File: src/rtl/fifo_rd_ctrl.sv
// fifo_rd_ctrl: read-domain side of the asynchronous FIFO.
// Synchronizes the write Gray pointer, owns the binary/Gray read pointer,
// and presents memory words through a first-word-fall-through output
// register with a valid/ready handshake.
module fifo_rd_ctrl #(
    parameter int DATA_WIDTH = 8,
    parameter int FIFO_DEPTH = 8,
    parameter int P_SIZE     = 4
) (
    input  logic                  R_CLK,
    input  logic                  R_RST,
    input  logic [P_SIZE-1:0]     wptr_gray,
    input  logic [DATA_WIDTH-1:0] rd_data_mem,
    output logic [P_SIZE-2:0]     raddr,
    output logic [P_SIZE-1:0]     rptr_gray,
    input  logic                  rd_ready,
    output logic                  rd_valid,
    output logic [DATA_WIDTH-1:0] rd_data,
    output logic                  empty,
    output logic [P_SIZE-1:0]     rd_level
);

    localparam int ADDR_W = $clog2(FIFO_DEPTH);

    logic [P_SIZE-1:0] wq1;
    logic [P_SIZE-1:0] wq2;
    logic [P_SIZE-1:0] wq2_bin;
    logic [P_SIZE-1:0] rbin;
    logic [P_SIZE-1:0] rbin_next;
    logic              mem_empty;
    logic              load;

    // Two-flop synchronizer bringing the write Gray pointer into R_CLK.
    always_ff @(posedge R_CLK or posedge R_RST) begin
        if (R_RST) begin
            wq1 <= '0;
            wq2 <= '0;
        end else begin
            wq1 <= wptr_gray;
            wq2 <= wq1;
        end
    end

    // Gray-to-binary conversion of the synchronized write pointer, MSB first.
    always_comb begin
        wq2_bin = '0;
        wq2_bin[P_SIZE-1] = wq2[P_SIZE-1];
        for (int i = P_SIZE - 2; i >= 0; i--) begin
            wq2_bin[i] = wq2_bin[i+1] ^ wq2[i];
        end
    end

    assign rbin_next = rbin + P_SIZE'(1);
    assign raddr     = rbin[ADDR_W-1:0];

    // The wrap bit keeps equal-pointer (empty) distinct from a full memory.
    assign mem_empty = (rptr_gray == wq2);
    assign empty     = mem_empty;
    assign rd_level  = wq2_bin - rbin;

    // Refill the output register whenever it is free or being drained now.
    assign load = !mem_empty && (!rd_valid || rd_ready);

    // Read pointer and output register; accept and refill may share a cycle.
    always_ff @(posedge R_CLK or posedge R_RST) begin
        if (R_RST) begin
            rbin      <= '0;
            rptr_gray <= '0;
            rd_data   <= '0;
            rd_valid  <= 1'b0;
        end else if (load) begin
            rd_data   <= rd_data_mem;
            rbin      <= rbin_next;
            rptr_gray <= rbin_next ^ (rbin_next >> 1);
            rd_valid  <= 1'b1;
        end else if (rd_valid && rd_ready) begin
            rd_valid  <= 1'b0;
        end
    end

endmodule

File: config.mk
export PLATFORM = sky130hd
export DESIGN_NAME = fifo_rd_ctrl
export DESIGN_NICKNAME = d
export VERILOG_FILES = /design/src/rtl/fifo_rd_ctrl.sv
export SDC_FILE = /design/constraint.sdc
export NUM_CORES = 1
export LEC_CHECK = 0
export BUFFER_PORTS_ARGS = -buffer_cell sky130_fd_sc_hd__buf_2
export CAP_MARGIN = 20
export CORE_ASPECT_RATIO = 1.4
export CORE_UTILIZATION = 48
export DETAILED_ROUTE_END_ITERATION = 10
export GPL_ROUTABILITY_DRIVEN = 1
export PLACE_DENSITY = 0.76
export SETUP_SLACK_MARGIN = 0.5
export SYNTH_ARGS = -nofsm -noshare
export SYNTH_HDL_FRONTEND = slang
export SYNTH_SLANG_ARGS = --single-unit
export TNS_END_PERCENT = 1
File: constraint.sdc
create_clock -name R_CLK -period 2.2 [get_ports R_CLK]
set_clock_uncertainty 0.1 [all_clocks]
set_input_delay 0.11 -clock R_CLK [delete_from_list [all_inputs] [get_ports R_CLK]]
set_output_delay 0.11 -clock R_CLK [all_outputs]
set_load 0.005 [all_outputs]
==> results of run 1 <==
## critical path: stages (launching register included)
cell	delay (ns)
dfrtp_1	0.43
xor2_2	0.20
xnor2_2	0.23
xor2_1	0.19
ha_2	0.21
inv_1	0.04
a21o_1	0.16
a21oi_2	0.15
xor2_1	0.16
buf_2	0.13
## state kept, by name (all words and copies together), names as in the netlist
register	flops
rbin	3
rd_data	8
rd_valid	1
rptr_gray	4
wq1	4
wq2	4
## worst paths after layout
check / slack [ns] / start / endpoint / cells past startpoint
setup reg to reg: 0.44 / rptr_gray[3] / rd_data[0] / 4
hold reg to reg: 0.25 / wq1[0] / wq2[0] / 0
min in group asynchronous: 0.40 / R_RST / rd_data[1] / 3
hold / removal: 0.25 / wq1[0] / wq2[0] / 0
setup / recovery: -0.23 / wq2[2] / rd_level[3] / 9
max in group asynchronous: 1.02 / R_RST / rptr_gray[3] / 3
## logic make-up (layout without fill, tap and decap cells)
| logic type | count (synthesis) | count (layout) | synth area share [%] |
|---|---|---|---|
| adders and majority gates | 5 | 5 | 6.437 |
| DFF | 24 | 24 | 55.17 |
| buffers and inverters | 9 | 62 | 5.288 |
| and+or+nand+nor | 8 | 8 | 3.679 |
| AOI/OAI and AO/OA | 4 | 4 | 2.643 |
| xor gates and xnor gates | 17 | 17 | 13.68 |
| muxes | 11 | 11 | 13.10 |
## where the power goes
group	total (mW)	switching [mW]	internal (mW)
combinational	0.880	0.382	0.498
clock	0.225	0.123	0.101
sequential	0.697	0.129	0.568
## synthesized netlist by cell type (all sizes together) (2+ instances only)
cell / instances
xnor2: 8
mux2: 11
buf: 2
xor2: 9
ha: 4
dfrtp: 24
nand2: 5
inv: 7
## timing repair
action,in CTS,in global routing
hold buffers,14,0
gates resized for setup,2,1
endpoints found under the hold margin,37,0
setup buffers,1,0
pin swaps,2,0
endpoints found under the setup margin,18,17
## per-layer routing
metal / track usage (%) / vias to the layer above / part of all wire, % / wire length, um
met5: 0 / - / 0 / 0
met4: 9.375 / 0 / 2.3 / 46
met3: 2.761 / 5 / 2.6 / 51
met2: 35.16 / 19 / 58 / 1141
met1: 19.13 / 361 / 37 / 730
li1: - / 358 / - / -
## area by class of cell
| class | count | area (um2) |
|---|---|---|
| Tap cell | 22 | 27.53 |
| Inverter | 7 | 26.28 |
| Clock buffer | 4 | 36.28 |
| Sequential cell | 24 | 601.8 |
| Fill cell | 181 | 670.6 |
| Multi-Input combinational cell | 45 | 451.7 |
| Timing Repair Buffer | 51 | 337.8 |
==> results.md, run 1 <==
- Finished Cell Area: 0.001481 mm2
- Most frequent cells in the layout: buf_2, dfrtp_1, dlygate4sd3_1
- Top_reg_cell synth: dfrtp_1
- Slew HR: 42.23%
- Fin. max-slew vios: 0
- Worst hold margin: 0.2499 ns
- Run status: finished, violations left
- Drt via density: 4.856
- Vias: 743
- H-tree level count: 1
- Post-route ant nets: 0
- IO Pins: 36
- DRT Wirelength: 1969 um
- Startpoint types: flop
- First-pass DRT Iterations: 5
- Iter 0 DRT Violations: 8
- Failing checks: setup timing
- CP max FO: 3
- CTS clock-pin slew for the worst setup and hold paths: 0.13 ns
- Most common cell after layout, fill and taps aside: buf_2
- Fraction of layout cells with a size suffix above 1: 44.27%
- CTS buffer count: 3
- WL per Instance: between 10 and 15 um
- Pwr Density: 1216 mW/mm2
- Rows: 20
- Clk sink count: 24
- Fmax: between 400 and 500 MHz
- Actual slew at the worst max-slew pin: approximately 0.87 ns
- Crit. End Element: primary output
- Leakage: approximately 0.73 nW
- Number of synthesized flops with an enable pin: 0
- All-Layer GR Usage: about 18%
- Max VDD drop: 0.6949 mV
- DP HPWL: 1401 um
- Seq/Total Area, Yosys: between 50% and 60%
- Period utilization: 110.4%
- Distinct cell type count after synthesis: 18
- Gate Count Post-Synth: ~80
- Cell area after synthesis: 0.001089 mm2
- Overall power: 1.802 mW
- Synthesis-stage register bit count: 24
- Top cells by area, synth: dfrtp_1, xor2_1, mux2_4, xnor2_1, mux2_2
- Fin worst setup slack: -0.2283 ns
- N_diodes: 0
- Vias in the first global route: 803
- Layout area overhead: 36.09%
- Post-synth top area cell: dfrtp_1
- Final cell count without fillers: 153
- Clock Latency Late Sink: 0.31 ns
- Syn_area_per_cell: 13.96 um2
- Tmin final: 2.428 ns
- Core area: roughly 0.0022 mm2
- Deepest clock path buffer count: 2
- Syn Nets: 98
- IO buf count: 35
- Largest net degree at the start of global routing: 25
- DRC viols: 0
- Async set-or-reset flop fraction in the synthesized netlist: 100.0%
- Placer Congestion: 0.8230
- Hold Path Class: reg2reg
- # nets final: 152
- Setup Slack @ Placement: 0.06030 ns
- DP Area: 0.001289 mm2
- Initial Utilization: 50.58%
- Die outline width: 42.25 um
- Required @ worst endpoint: 1.99 ns
- Max Cap Violations: 0
- Die Ht: 58.35 um
- RSZ-0062 raised after global routing: yes
- Arrival @ worst endpoint: 2.22 ns
- CTS tree: yes
- Yosys top cell area share: 55.17%
- Initial antenna violation count: 0
- Placed Cells: between 100 and 150
- Remaining Overflow, GRT: 0
- Setup tns final: -0.4981 ns
- Full die area: around 0.0025 mm2
- Synth warn: 0
- Final hold vios: 0
- Fin util: approximately 69%
- First-pass GRT wire length: 3325 um
- Root buffer cell: clkbuf_4
- Final setup fails: 3
- Crit path kind: reg2out
Power figures use the tool's default switching activity.
==> inputs of run 2 (changes only) <==
--- a/config.mk
+++ b/config.mk
@@ -13,6 +13,7 @@
 export GPL_ROUTABILITY_DRIVEN = 1
 export PLACE_DENSITY = 0.76
 export SETUP_SLACK_MARGIN = 0.5
+export SKIP_LAST_GASP = 1
 export SYNTH_ARGS = -nofsm -noshare
 export SYNTH_HDL_FRONTEND = slang
 export SYNTH_SLANG_ARGS = --single-unit
==> results.md, run 2 (synthesized netlist as in run 1, its figures left out) <==
- DP HPWL: about 1400 um
- # nets final: ~150
- H-tree level count: 1
- Slowest cell on crit path: dfrtp_1
- Worst path bufs/invs: 2
- Top Family by Delay on Critical Path: XOR/XNOR gates
- CTS buffer count: 3
- Setup Slack @ Placement: 0.06030 ns
- Fin. max-slew vios: 0
- Required @ worst endpoint: 1.99 ns
- Initial Utilization: 50.58%
- Pwr Density: 1217 mW/mm2
- Crit path kind: reg2out
- DRC viols: 0
- WL per Instance: 12.87 um
- Die outline width: 42.25 um
- Hold Path Class: reg2reg
- Period utilization: 110.5%
- Core area: 0.002152 mm2
- Post-CTS resize count: 0
- Root buffer cell: clkbuf_4
- Rows: 20
- DRT Wirelength: 1969 um
- Tmin final: approximately 2.4 ns
- IO Pins: 36
- Iter 0 DRT Violations: 22
- Drt via density: 4.882
- Vias in the first global route: 800
- Crit. End Element: primary output
- Layout area overhead: 35.29%
- Final setup fails: 3
- CTS clock-pin slew for the worst setup and hold paths: 0.13 ns
- Largest stage delay, worst path: approximately 0.43 ns
- Remaining Overflow, GRT: 0
- First-pass DRT Iterations: 5
- CP max FO: 3
- Fin worst setup slack: -0.2310 ns
- Actual slew at the worst max-slew pin: just under 0.9 ns
- Placed Cells: 134
- Arrival @ worst endpoint: between 2 and 2.5 ns
- Largest register FFs: 8
- Most frequent CP cell: xor2_1
- Largest register by flop count: rd_data
- Clock Latency Late Sink: roughly 0.31 ns
- Max Cap Violations: 0
- Slew HR: around 42%
- Overall power: about 1.8 mW
- Final hold vios: 0
- All-Layer GR Usage: 18.48%
- Clk sink count: 24
- Leakage: 0.7315 nW
- Largest net degree at the start of global routing: 25
- Post-route ant nets: 0
- Initial antenna violation count: 0
- Crit-path cells: xor2_2, xnor2_2, xor2_1, ha_2, inv_1, a21o_1, a21oi_2, xor2_1, buf_2
- Fraction of layout cells with a size suffix above 1: 43.51%
- Deepest clock path buffer count: 2
- Startpoint types: flop
- IO buf count: 35
- Vias: 747
- Placer Congestion: roughly 0.8
- Most common cell after layout, fill and taps aside: buf_2
- Full die area: approximately 0.0025 mm2
- RSZ-0062 raised after global routing: yes
- Most frequent cells in the layout: buf_2, dfrtp_1, dlygate4sd3_1
- Run status: finished, violations left
- Final cell count without fillers: about 150
- N_diodes: 0
- CTS tree: yes
- Die Ht: 58.35 um
- First-pass GRT wire length: approximately 3300 um
- Max VDD drop: 0.6928 mV
- Failing checks: setup timing
- Fmax: 411.3 MHz
## run 2: cell counts in the layout (fill, tap and decap cells not counted)
No cell type changed its count.
## run 2: timing repair
action / in CTS / in global routing
hold buffers: 14 / 0
pin swaps: 2 / 0
gates cloned: 0 / 0
hold endpoints to repair: 37 / 0
setup buffers: 1 / 0
setup endpoints to repair: 18 / 20
## run 2: metrics by stage
| stage | TNS, ns | util [%] | hold slack (ns) | area [um2] |
|---|---|---|---|---|
| after floorplan | 0 | - | 0.02462 | 1110 |
| after global placement | 0 | 59.88 | 0.1188 | 1289 |
| after global routing | -0.8710 | 68.43 | 0.2745 | 1473 |
| after CTS | -0.6059 | 68.43 | 0.2593 | 1473 |
| final | -0.5062 | 68.43 | 0.2508 | 1473 |
| after detailed placement | 0 | 59.88 | 0.1197 | 1289 |
## run 2: layout make-up
cell class | count | area, um2
multi-input combinational | 45 | 451.7
clock buffer | 4 | 36.28
fill | 182 | 679.4
tap | 22 | 27.53
sequential | 24 | 600.6
inverter | 7 | 26.28
timing repair buffer | 51 | 330.3
## run 2: routing by layer
metal / routed length (um) / global-route usage [%] / part of all wire [%] / vias to the layer above
met4: 46 / 9.375 / 2.3 / 0
met1: 729 / 19.33 / 37 / 365
met3: 51 / 2.761 / 2.6 / 5
li1: - / - / - / 358
met2: 1142 / 35.16 / 58 / 19
met5: 0 / 0 / 0 / -
## run 2: worst paths after layout
path / startpoint / to / slack, ns / cells past startpoint
worst max register to register: rptr_gray[3] / rptr_gray[1] / 0.37 / 4
min in group asynchronous: R_RST / rd_data[1] / 0.40 / 3
worst min-delay path: wq1[0] / wq2[0] / 0.25 / 0
worst max-delay path: wq2[2] / rd_level[3] / -0.23 / 9
worst min register to register: wq1[0] / wq2[0] / 0.25 / 0
max in group asynchronous: R_RST / wq1[1] / 1.06 / 3
## run 2: where the power goes
group | switching [mW] | total, mW | internal [mW]
logic | 0.382 | 0.872 | 0.491
clock network | 0.124 | 0.225 | 0.101
registers | 0.129 | 0.695 | 0.566
==> inputs of run 3 (changes only) <==
--- a/config.mk
+++ b/config.mk
@@ -5,13 +5,13 @@
 export SDC_FILE = /design/constraint.sdc
 export NUM_CORES = 1
 export LEC_CHECK = 0
-export BUFFER_PORTS_ARGS = -buffer_cell sky130_fd_sc_hd__buf_2
+export BUFFER_PORTS_ARGS = -buffer_cell sky130_fd_sc_hd__buf_4
 export CAP_MARGIN = 20
 export CORE_ASPECT_RATIO = 1.4
-export CORE_UTILIZATION = 48
+export CORE_UTILIZATION = 52
 export DETAILED_ROUTE_END_ITERATION = 10
 export GPL_ROUTABILITY_DRIVEN = 1
-export PLACE_DENSITY = 0.76
+export PLACE_DENSITY = 0.82
 export SETUP_SLACK_MARGIN = 0.5
 export SKIP_LAST_GASP = 1
 export SYNTH_ARGS = -nofsm -noshare
==> constraint.sdc (replaced) <==
create_clock -name R_CLK -period 3.1 [get_ports R_CLK]
set_clock_uncertainty 0.1 [all_clocks]
set_input_delay 0.155 -clock R_CLK [delete_from_list [all_inputs] [get_ports R_CLK]]
set_output_delay 0.155 -clock R_CLK [all_outputs]
set_load 0.005 [all_outputs]
==> results.md, run 3 (synthesized netlist as in run 1, its figures left out) <==
- Drt via density: 4.921
- Fin. max-slew vios: 0
- Startpoint types: flop
- Period utilization: 80.39%
- Setup tns final: 0 ns
- IO Pins: 36
- Core area: around 0.0020 mm2
- CP max FO: 3
- Initial Utilization: between 50% and 60%
- Full die area: ~0.0023 mm2
- Leakage: just under 0.8 nW
- Layout area overhead: 44.71%
- N_diodes: 0
- Root buffer cell: clkbuf_4
- Overall power: 1.414 mW
- Hold Path Class: reg2reg
- Arrival @ worst endpoint: 2.24 ns
- Tmin final: between 2 and 2.5 ns
- WL per Instance: 13.80 um
- H-tree level count: 1
- CTS tree: yes
- Initial antenna violation count: 0
- Final setup fails: 0
- Actual slew at the worst max-slew pin: 0.8543 ns
- Iter 0 DRT Violations: 9
- Vias in the first global route: 741
- Vias: 748
- Largest register FFs: 8
- CTS clock-pin slew for the worst setup and hold paths: 0.13 ns
- Pwr Density: 897.4 mW/mm2
- Placer Congestion: 0.6936
- Clk sink count: 24
- All-Layer GR Usage: 20.37%
- Required @ worst endpoint: 2.84 ns
- Final hold vios: 0
- Post-route ant nets: 0
- DP HPWL: 1346 um
- Placed Cells: between 100 and 150
- Max Cap Violations: 0
- Run status: complete, no violations
- # nets final: 152
- Die outline width: 40.67 um
- RSZ-0062 raised after global routing: no
- Max VDD drop: 0.5536 mV
- Final cell count without fillers: 152
- Most frequent cells in the layout: buf_4, dfrtp_1, dlygate4sd3_1
- Crit path kind: reg2out
- Most common cell after layout, fill and taps aside: buf_4
- First-pass GRT wire length: about 3200 um
- Fmax: 401.3 MHz
- Largest net degree at the start of global routing: 25
- Clock Latency Late Sink: a little over 0.3 ns
- Crit. End Element: primary output
- Remaining Overflow, GRT: 0
- DRT Wirelength: about 2100 um
- Deepest clock path buffer count: 2
- Rows: 19
- Slew HR: 42.98%
- Fraction of layout cells with a size suffix above 1: a little over two fifths
- CTS buffer count: 3
- Fillcell total: 123
- First-pass DRT Iterations: 3
- Largest register by flop count: rd_data
- IO buf count: 35
- DRC viols: 0
- Die Ht: around 56 um
run 3: cell count changes in the layout (fill, tap and decap cells not counted):
cell and delta:
buf_2 -35, buf_4 +35, bufinv_16 +1, clkbuf_8 -1
run 3: per-layer routing:
metal | GRT usage [%] | part of all wire (%) | vias to the layer above
met5 | 0 | 0 | -
met4 | 7.143 | 0.81 | 0
met3 | 4.000 | 3.0 | 2
met2 | 33.33 | 55 | 22
met1 | 25.34 | 41 | 367
li1 | - | - | 357
run 3: repair_timing:
action                                 CTS  global route
hold buffers                            14             0
gates resized for setup                  0             4
setup buffers                            0             2
setup endpoints to repair                0             3
endpoints found under the hold margin   37             0
run 3: worst paths after layout:
kind / start / to / slack, ns / depth (start not counted)
worst max-delay path: wq2[2] / rd_level[3] / 0.61 / 9
worst min-delay path: wq1[2] / wq2[2] / 0.26 / 0
worst max register to register: rptr_gray[3] / rd_data[6] / 0.96 / 3
worst min register to register: wq1[2] / wq2[2] / 0.26 / 0
max in group asynchronous: R_RST / rbin[1] / 1.90 / 3
min in group asynchronous: R_RST / wq1[1] / 0.47 / 3
run 3: power breakdown:
group	internal, mW	switching [mW]
combinational	0.424	0.268
clock	0.131	0.0917
sequential	0.402	0.0975
run 3: final cells by class:
class	instances	area, um2	area share [%]
clock buffer	3	22.52	1.430
clock inverter	1	30.03	1.906
inverter	7	26.28	1.668
multi-input combinational	45	451.7	28.67
sequential	24	600.6	38.13
tap	21	26.28	1.668
timing repair buffer	51	417.9	26.53
run 3: critical path: stages (launching register included):
cell and delay [ns]:
dfrtp_1 0.44, xor2_2 0.21, xnor2_2 0.23, xor2_1 0.20, ha_2 0.22, inv_1 0.05
a21o_1 0.18, a21oi_2 0.14, xor2_1 0.15, buf_4 0.12
run 3: per-stage QoR:
| stage | instance area (um2) | setup WS, ns | hold WS, ns | utilization [%] |
|---|---|---|---|---|
| after CTS | 1539 | 0.5425 | 0.2667 | 78.00 |
| after detailed placement | 1346 | 0.8938 | 0.1656 | 68.23 |
| final | 1575 | 0.6079 | 0.2647 | 79.84 |
| after global placement | 1346 | 0.9735 | 0.1647 | 68.23 |
| after global routing | 1575 | 0.4343 | 0.2722 | 79.84 |
| after floorplan | 1089 | 1.104 | 0.06962 | - |
